--- src/rtl/rom_rd_pkg.sv ---
// rom_rd_pkg: shared size enum, response struct, FIFO depth and alignment helper for rom_rd_ctrl
package rom_rd_pkg;
  localparam int ROM_RD_FIFO_DEPTH = 2;
  typedef enum logic [1:0] {SZ_1B, SZ_2B, SZ_4B, SZ_8B} rom_rd_size_t;
  typedef struct packed {
    logic [63:0] data;
    logic [3:0] id;
    logic err;
  } rom_rd_resp_t;
  function automatic logic misaligned(input logic [2:0] off, input rom_rd_size_t sz);
    return (off & ((3'd1 << sz) - 3'd1)) != 3'd0;
  endfunction
endpackage

--- src/rtl/rom_rd_ctrl_if.sv ---
// rom_rd_ctrl_if: request, ROM and response signals; slave = controller view, master = requester/ROM view
interface rom_rd_ctrl_if #(parameter int abits = 16, parameter int baddr_bits = 32);
  logic i_req_valid;
  logic o_req_ready;
  logic [baddr_bits-1:0] i_req_addr;
  logic [1:0] i_req_size;
  logic [3:0] i_req_id;
  logic [abits-1:0] o_rom_addr;
  logic [63:0] i_rom_rdata;
  logic o_resp_valid;
  logic i_resp_ready;
  logic [63:0] o_resp_data;
  logic [3:0] o_resp_id;
  logic o_resp_err;
  modport slave (
    input i_req_valid, i_req_addr, i_req_size, i_req_id, i_rom_rdata, i_resp_ready,
    output o_req_ready, o_rom_addr, o_resp_valid, o_resp_data, o_resp_id, o_resp_err
  );
  modport master (
    output i_req_valid, i_req_addr, i_req_size, i_req_id, i_rom_rdata, i_resp_ready,
    input o_req_ready, o_rom_addr, o_resp_valid, o_resp_data, o_resp_id, o_resp_err
  );
endinterface

--- src/rtl/rom_rd_fifo.sv ---
// rom_rd_fifo: 2-entry response FIFO; clk/rst, push/din in, pop in, dout/count/empty/full out
module rom_rd_fifo import rom_rd_pkg::*; (
  input logic clk,
  input logic rst,
  input logic push,
  input rom_rd_resp_t din,
  input logic pop,
  output rom_rd_resp_t dout,
  output logic [1:0] count,
  output logic empty,
  output logic full
);
  rom_rd_resp_t mem [ROM_RD_FIFO_DEPTH];
  logic wp, rp, do_push, do_pop;
  assign empty = count == 2'd0;
  assign full = count == 2'(ROM_RD_FIFO_DEPTH);
  assign do_pop = pop && !empty;
  assign do_push = push && (!full || do_pop);
  assign dout = mem[rp];
  always_ff @(posedge clk)
    if (do_push) mem[wp] <= din;
  always_ff @(posedge clk)
    if (rst) begin
      wp <= 1'b0;
      rp <= 1'b0;
      count <= 2'd0;
    end else begin
      if (do_push) wp <= !wp;
      if (do_pop) rp <= !rp;
      count <= count + {1'b0, do_push} - {1'b0, do_pop};
    end
endmodule

--- src/rtl/rom_rd_ctrl.sv ---
// rom_rd_ctrl: sized ROM read front end; i_clk/i_rst plus slave bus (req in, ROM addr/rdata, resp out); ROM_RD_RANGE_CHK_EN adds upper-address range errors
module rom_rd_ctrl import rom_rd_pkg::*; #(
  parameter int abits = 16,
  parameter int log2_dbytes = 3,
  parameter int baddr_bits = 32
) (
  input logic i_clk,
  input logic i_rst,
  rom_rd_ctrl_if.slave bus
);
  logic acc, s1_valid, s1_err, range_err, pop, fifo_empty, fifo_full, unused;
  logic [3:0] s1_id;
  logic [2:0] s1_off;
  logic [1:0] fifo_count;
  logic [abits-1:0] rom_addr_q;
  logic [63:0] shifted, mask;
  rom_rd_size_t s1_size, req_size;
  rom_rd_resp_t s1_resp, head;
  generate
    if (log2_dbytes != 3) begin : g_bad_dbytes
      $error("rom_rd_ctrl supports only log2_dbytes=3");
    end
  endgenerate
`ifdef ROM_RD_RANGE_CHK_EN
  assign range_err = (bus.i_req_addr >> abits) != '0;
`else
  assign range_err = 1'b0;
`endif
  assign unused = ^{fifo_full, bus.i_req_addr};
  assign req_size = rom_rd_size_t'(bus.i_req_size);
  assign pop = bus.o_resp_valid && bus.i_resp_ready;
  assign bus.o_req_ready = !i_rst && ((fifo_count + {1'b0, s1_valid}) < 2'd2 || pop);
  assign acc = bus.i_req_valid && bus.o_req_ready;
  assign bus.o_rom_addr = acc ? {bus.i_req_addr[abits-1:3], 3'b0} : rom_addr_q;
  always_ff @(posedge i_clk)
    if (i_rst) begin
      s1_valid <= 1'b0;
      rom_addr_q <= '0;
      s1_id <= 4'd0;
      s1_off <= 3'd0;
      s1_size <= SZ_1B;
      s1_err <= 1'b0;
    end else begin
      s1_valid <= acc;
      if (acc) begin
        rom_addr_q <= bus.o_rom_addr;
        s1_id <= bus.i_req_id;
        s1_off <= bus.i_req_addr[2:0];
        s1_size <= req_size;
        s1_err <= range_err || misaligned(bus.i_req_addr[2:0], req_size);
      end
    end
  always_comb begin
    shifted = bus.i_rom_rdata >> {s1_off, 3'b0};
    mask = s1_size == SZ_1B ? 64'hff :
           s1_size == SZ_2B ? 64'hffff :
           s1_size == SZ_4B ? 64'hffff_ffff : '1;
    s1_resp = '{data: s1_err ? 64'd0 : shifted & mask, id: s1_id, err: s1_err};
  end
  rom_rd_fifo u_fifo (
    .clk(i_clk),
    .rst(i_rst),
    .push(s1_valid),
    .din(s1_resp),
    .pop(pop),
    .dout(head),
    .count(fifo_count),
    .empty(fifo_empty),
    .full(fifo_full)
  );
  assign bus.o_resp_valid = !fifo_empty;
  assign bus.o_resp_data = fifo_empty ? 64'd0 : head.data;
  assign bus.o_resp_id = fifo_empty ? 4'd0 : head.id;
  assign bus.o_resp_err = !fifo_empty && head.err;
endmodule

--- src/flat_wrapper.sv ---
// flat-port wrapper written by rule: the top's interface ports become plain ports
module rom_rd_ctrl_flat import rom_rd_pkg::*;
#(
  parameter int abits = 16,
  parameter int log2_dbytes = 3,
  parameter int baddr_bits = 32
)
  (i_clk, i_rst, bus_i_req_valid, bus_i_req_addr, bus_i_req_size, bus_i_req_id, bus_i_rom_rdata, bus_i_resp_ready, bus_o_req_ready, bus_o_rom_addr, bus_o_resp_valid, bus_o_resp_data, bus_o_resp_id, bus_o_resp_err);
  rom_rd_ctrl_if #(.abits(abits), .baddr_bits(baddr_bits)) bus_i ();
  input logic i_clk;
  input logic i_rst;
  input wire logic [$bits(bus_i.i_req_valid)-1:0] bus_i_req_valid;
  input wire logic [$bits(bus_i.i_req_addr)-1:0] bus_i_req_addr;
  input wire logic [$bits(bus_i.i_req_size)-1:0] bus_i_req_size;
  input wire logic [$bits(bus_i.i_req_id)-1:0] bus_i_req_id;
  input wire logic [$bits(bus_i.i_rom_rdata)-1:0] bus_i_rom_rdata;
  input wire logic [$bits(bus_i.i_resp_ready)-1:0] bus_i_resp_ready;
  output wire logic [$bits(bus_i.o_req_ready)-1:0] bus_o_req_ready;
  output wire logic [$bits(bus_i.o_rom_addr)-1:0] bus_o_rom_addr;
  output wire logic [$bits(bus_i.o_resp_valid)-1:0] bus_o_resp_valid;
  output wire logic [$bits(bus_i.o_resp_data)-1:0] bus_o_resp_data;
  output wire logic [$bits(bus_i.o_resp_id)-1:0] bus_o_resp_id;
  output wire logic [$bits(bus_i.o_resp_err)-1:0] bus_o_resp_err;
  assign bus_i.i_req_valid = bus_i_req_valid;
  assign bus_i.i_req_addr = bus_i_req_addr;
  assign bus_i.i_req_size = bus_i_req_size;
  assign bus_i.i_req_id = bus_i_req_id;
  assign bus_i.i_rom_rdata = bus_i_rom_rdata;
  assign bus_i.i_resp_ready = bus_i_resp_ready;
  assign bus_o_req_ready = bus_i.o_req_ready;
  assign bus_o_rom_addr = bus_i.o_rom_addr;
  assign bus_o_resp_valid = bus_i.o_resp_valid;
  assign bus_o_resp_data = bus_i.o_resp_data;
  assign bus_o_resp_id = bus_i.o_resp_id;
  assign bus_o_resp_err = bus_i.o_resp_err;
  rom_rd_ctrl #(.abits(abits), .log2_dbytes(log2_dbytes), .baddr_bits(baddr_bits)) u_core (.i_clk(i_clk), .i_rst(i_rst), .bus(bus_i));
endmodule
--- config.mk ---
export PLATFORM = sky130hd
export DESIGN_NAME = rom_rd_ctrl_flat
export DESIGN_NICKNAME = d
export VERILOG_FILES = /design/src/rtl/rom_rd_pkg.sv /design/src/rtl/rom_rd_ctrl_if.sv /design/src/rtl/rom_rd_fifo.sv /design/src/rtl/rom_rd_ctrl.sv /design/src/flat_wrapper.sv
export SDC_FILE = /design/constraint.sdc
export NUM_CORES = 1
export LEC_CHECK = 0
export ABC_CLOCK_PERIOD_IN_PS = 4500
export BUFFER_PORTS_ARGS = -buffer_cell sky130_fd_sc_hd__buf_2
export CORE_ASPECT_RATIO = 1.75
export CORE_MARGIN = 8
export CORE_UTILIZATION = 49
export DETAILED_ROUTE_END_ITERATION = 10
export PLACE_DENSITY_LB_ADDON = 0.05
export REMOVE_ABC_BUFFERS = 1
export SLEW_MARGIN = 10
export SYNTH_ARGS = -nofsm -noshare
export SYNTH_HDL_FRONTEND = slang
export SYNTH_SLANG_ARGS = --single-unit
--- constraint.sdc ---
create_clock -name i_clk -period 4.5 [get_ports i_clk]
set_clock_uncertainty 0.05 [all_clocks]
set_input_delay 0.9 -clock i_clk [delete_from_list [all_inputs] [get_ports i_clk]]
set_output_delay 0.9 -clock i_clk [all_outputs]
set_load 0.02 [all_outputs]
# Word-level counts from Yosys, hierarchy flattened
# Memory sizes are Yosys's and may differ from the RTL's. A register that Yosys moved wholly into a read port is not among the register bits.
# Index checks and enable logic that the tools add are counted.
# W data, S select, Z words.
# classes
add_sub_neg	4
order_cmp	1
eq_ne	3
shifts	2
n_mux	11
bitwise	2
n_reduce_logical	16
# op_table
cell	n
$mux W64	5
$and A64 B64 Y64	1
$shr A64 B6 Y64	1
$mux W16	1
$logic_and A1 B1 Y1	6
$logic_not A1 Y1	5
$add A2 B1 Y2	2
$eq A2 B2 Y1 const B	2
$logic_not A2 Y1	2
$mux W1	4
$mux W4	1
$and A3 B3 Y3	1
$reduce_bool A3 Y1	1
$shl A1 B2 Y3 const A	1
$sub A3 B1 Y3 const B	1
$eq A2 B1 Y1 const B	1
$logic_or A1 B1 Y1	2
$lt A2 B2 Y1 const B	1
$sub A2 B1 Y2	1
# totals
regBits	31
ramBits	138
input_bits	106
out_inout_bits	87
elab_cells	49
memories	1
# mem_list
memory	depth	word_bits	rd	rd_clocked_by_memory_dff	write_ports	line_no	text
u_core.u_fifo.mem	2	69	1	1	1	rom_rd_fifo.sv:13	rom_rd_resp_t mem [ROM_RD_FIFO_DEPTH];

# Depth between registers and ports, before layout
# depth
depth_word	8
depth_mapped	9
depth_no_buf	9

# Hierarchy
# Synthesis repeated with hierarchy kept, for this count alone.
# unflattened
cells_unflattened	660
hier_area_um2	9191.3
# modules_own_cells
module	n_inst	cells_per_inst	area_each_um2	seq_area_each_um2
rom_rd_fifo	1	247	5280.1	4244.1
rom_rd_ctrl	1	413	3911.3	540.5

# Worst setup path after synthesis
# Ideal clock, no wire load.
# synth_path
path_kind	input to register
start	input port bus_i_resp_ready
end	memory u_core.u_fifo.mem[0][0] in the netlist's numbering, enable pin
setup_time_ns	0.497
arrival_time_ns	3.911
required_ns	3.953
path_slack_ns	0.042
stages	2
path_buffers	0
cell_sequence	o31ai_1 -> nor2_1
# synth_via
elab_chain_cells	6
# synth_rtl
element	line_no	text
start: declaration	flat_wrapper.sv:17	input wire logic [$bits(bus_i.i_resp_ready)-1:0] bus_i_resp_ready;
$logic_and A1 B1 Y1	rom_rd_ctrl.sv:31	assign pop = bus.o_resp_valid && bus.i_resp_ready;
$logic_and A1 B1 Y1	rom_rd_fifo.sv:17	assign do_pop = pop && !empty;
$logic_or A1 B1 Y1	rom_rd_fifo.sv:18	assign do_push = push && (!full || do_pop);
$logic_and A1 B1 Y1	rom_rd_fifo.sv:18	
$mux W1	rom_rd_fifo.sv:21	if (do_push) mem[wp] <= din;
$mux W1 (implied by the code)	rom_rd_fifo.sv:21	
end: declaration	rom_rd_fifo.sv:13	
# Every way passes these cells.

# Worst setup path after layout
# layout_path
start	input port bus_i_resp_ready
end	output port bus_o_rom_addr[3]
# layout_via
elab_chain_cells	5
# layout_rtl
element	line_no	text
$logic_and A1 B1 Y1	rom_rd_ctrl.sv:31	
$logic_or A1 B1 Y1	rom_rd_ctrl.sv:32	assign bus.o_req_ready = !i_rst && ((fifo_count + {1'b0, s1_valid}) < 2'd2 || pop);
$logic_and A1 B1 Y1	rom_rd_ctrl.sv:32	
$logic_and A1 B1 Y1	rom_rd_ctrl.sv:33	assign acc = bus.i_req_valid && bus.o_req_ready;
$mux W16	rom_rd_ctrl.sv:34	assign bus.o_rom_addr = acc ? {bus.i_req_addr[abits-1:3], 3'b0} : rom_addr_q;
end: declaration	flat_wrapper.sv:19	output wire logic [$bits(bus_i.o_rom_addr)-1:0] bus_o_rom_addr;
# Every way passes these cells.

==> reports/qor.csv <==
metric;value;unit
status;complete, no violations;
worstSetupStartpoint;bus_i_resp_ready;
cts_resized;0;
die_area;0.0219;mm^2
period_needed;3.49;ns
ir_worst_vdd;0.381;mV
p_seq_share;41.0;%
seq_area;0.00479;mm^2
power_density;492;mW/mm^2
power.switching;1690;uW
grt_pass1_wl;34200;um
synth-seq-cells;170;
cts.reportedPaths.clkPinSlew;0.07;ns
antenna_left;0;
dieWidth;115;um
fin_crit_sh;77.7;%
nets;922;
clock-sinks;170;
diodes;0;
rsz0062_at_grt;no;
filler_cell_count;1455;
dr.first_iter.drc_count;225;
ys_seq_area_share;56.4;%
placementRows;63;
crit_fanout;38;
r2r_start;u_core.s1_err;
max-cap-violations;0;
grt_pass1_vias;6237;
grtUsageTotal;20.9;%
drcViolationCount;0;
start_kind;primary input;
hold_path.class;reg -> reg;
wl_per_cell;21.2;um
vias;5822;
die_h;190;um
yosys.area.top_type;edfxtp_1;
pwr-share-clk;28.5;%
gp_congestion;0.837;
area_growth;19.4;%
clockBufferDepth;2;
p_int;3290;uW
place_inst;1022;
core_area;0.0169;mm^2
drive_gt1_share;35.1;%
p_sw_share;34.0;%
ys_dominant_reg_cell;edfxtp_1;
grt_max_degree;50;
synth-edff-count;138;
multiInputGateArea;0.00345;mm^2
gr-total-overflow;0;
max_freq;286;MHz
cts-root-buf;clkbuf_16;
pin_count;193;
hold_viol;0;
cts_buffers;17;
place_hpwl;15800;um
leakage;0.00394;uW
cts_hold_buf;0;
syn_inst;651;
synthTopCellsByArea;edfxtp_1, mux2i_1, mux4_2;
drtPass1Iterations;4;
final-setup-viol-count;0;
yosys.area.top_type_share;48.8;%
hold-worst-slack;0.407;ns
setup-tns-final;0;ns
port_buffers;176;
antenna_found_initial;2;
cts_tree;yes;
crit_arrival;2.54;ns
cp-end-kind;output port;
required;3.55;ns
wirelength;22300;um
async_flop_share;0;%
vias_per_cell;5.52;
p_comb_share;30.5;%
clkLatencyLatePin;0.42;ns
cts_setup_buffers;0;
ys_warn_count;0;
synth_cell_types;39;
final-instance-count-excl-fill;1054;
report.final.slew_viol_count;0;
tightest_slew;1.06;ns
slew_headroom;29.0;%
syn_area;0.00848;mm^2
syn_area_per_cell;13.0;um^2
start_util;50.1;%
htreeDepth;4;
path_class;in -> out;
hold_path_startpoint;u_core.s1_id[3];
[worst paths after layout]
| path | end | cells after the start | slack, ns |
|---|---|---|---|
| min reg2reg | u_core.u_fifo.mem[1][4] | 0 | 0.41 |
| min | u_core.u_fifo.mem[1][4] | 0 | 0.41 |
| max | bus_o_rom_addr[3] | 6 | 1.01 |
| max reg2reg | u_core.u_fifo.mem[1][59] | 5 | 1.65 |
[kinds of logic after synthesis]
| group | Yosys count | share of synthesized area (%) |
|---|---|---|
| compound gates | 62 | 5.18 |
| flops | 170 | 56.4 |
| simple gates | 201 | 10.8 |
| fa+ha+maj | 2 | 0.295 |
| xor+xnor | 4 | 0.413 |
| buf+inv | 57 | 3.23 |
| mux | 155 | 23.7 |
[cells in the final DEF, fill, tap and decap left out, drive strengths merged, types with 3 or more instances in the layout]
master   count
mux2i       97
nand2b       8
a21oi        9
xnor2        4
nor2b       12
dfxtp       32
o31ai        4
nor2       122
and2        12
o211ai       7
clkbuf      21
mux4        30
buf        192
nor3         3
and2b       14
inv         15
o21ai       14
nand2       27
o2bb2ai      7
a22oi       14
mux2        28
edfxtp     138
[power by group through the flow]
stage               registers [uW]  logic, uW  clock network [uW]
finish                        2040       1520                1420
global route                  2070       1650                1510
floorplan                     2080       1030                   0
CTS                           2050       1550                1440
detailed placement            2080       1540                   0
global placement              2070       1520                   0
[registers in the layout (all words and copies together), names as in the netlist, named ones only]
register,cells
u_core.s1_err,1
u_core.s1_valid,1
u_core.u_fifo.count,2
u_core.s1_id,4
u_core.u_fifo.wp,1
u_core.rom_addr_q,16
u_core.s1_off,3
u_core.u_fifo.rp,1
u_core.s1_size,2
u_core.u_fifo.mem,138
[cell usage after synthesis (4+ instances only)]
cell,n
inv_1,8
mux2i_1,97
nor2_1,122
mux2_4,13
a22oi_1,14
nor2b_1,12
buf_4,4
nand2b_1,8
edfxtp_1,138
mux4_2,30
a21oi_1,9
o21ai_0,14
o2bb2ai_1,7
clkbuf_1,19
xnor2_1,4
and2_1,12
o211ai_1,7
dfxtp_1,32
and2b_1,14
buf_2,21
mux2_2,15
nand2_1,27
o31ai_1,4
[layer usage]
metal	GRT usage [%]	wire [um]
met5	0	29
met4	8.13	491
met3	6.38	1770
met1	21.3	7960
met2	38.2	12100
[worst max-delay path: stages]
cell       delay, ns
buf_2           0.11
and2b_1         0.22
a2111oi_4       0.34
buf_4           0.45
mux2_4          0.35
buf_2           0.16
[through the flow]
| stage | total power [uW] | area, um^2 | util [%] | worst slack [ns] |
|---|---|---|---|---|
| final | 4980 | 10100 | 59.8 | 1.01 |
| after global routing | 5230 | 10100 | 59.8 | 0.918 |
| after CTS | 5040 | 10100 | 59.8 | 0.998 |
| after detailed placement | 3620 | 9560 | 56.4 | 1.00 |
| after global placement | 3600 | 9560 | 56.4 | 1.04 |
| after floorplan | 3110 | 8240 | - | 0.0422 |
[area by class of cell]
| cell class | count | share of cell area [%] |
|---|---|---|
| sequential | 170 | 47.3 |
| multi-input combinational | 424 | 34.0 |
| timing repair buffer | 192 | 9.88 |
| clock buffer | 21 | 4.56 |
| tap | 227 | 2.80 |
| clock inverter | 11 | 1.06 |
| inverter | 9 | 0.333 |
Note: power is estimated with default switching activity, not from simulation.
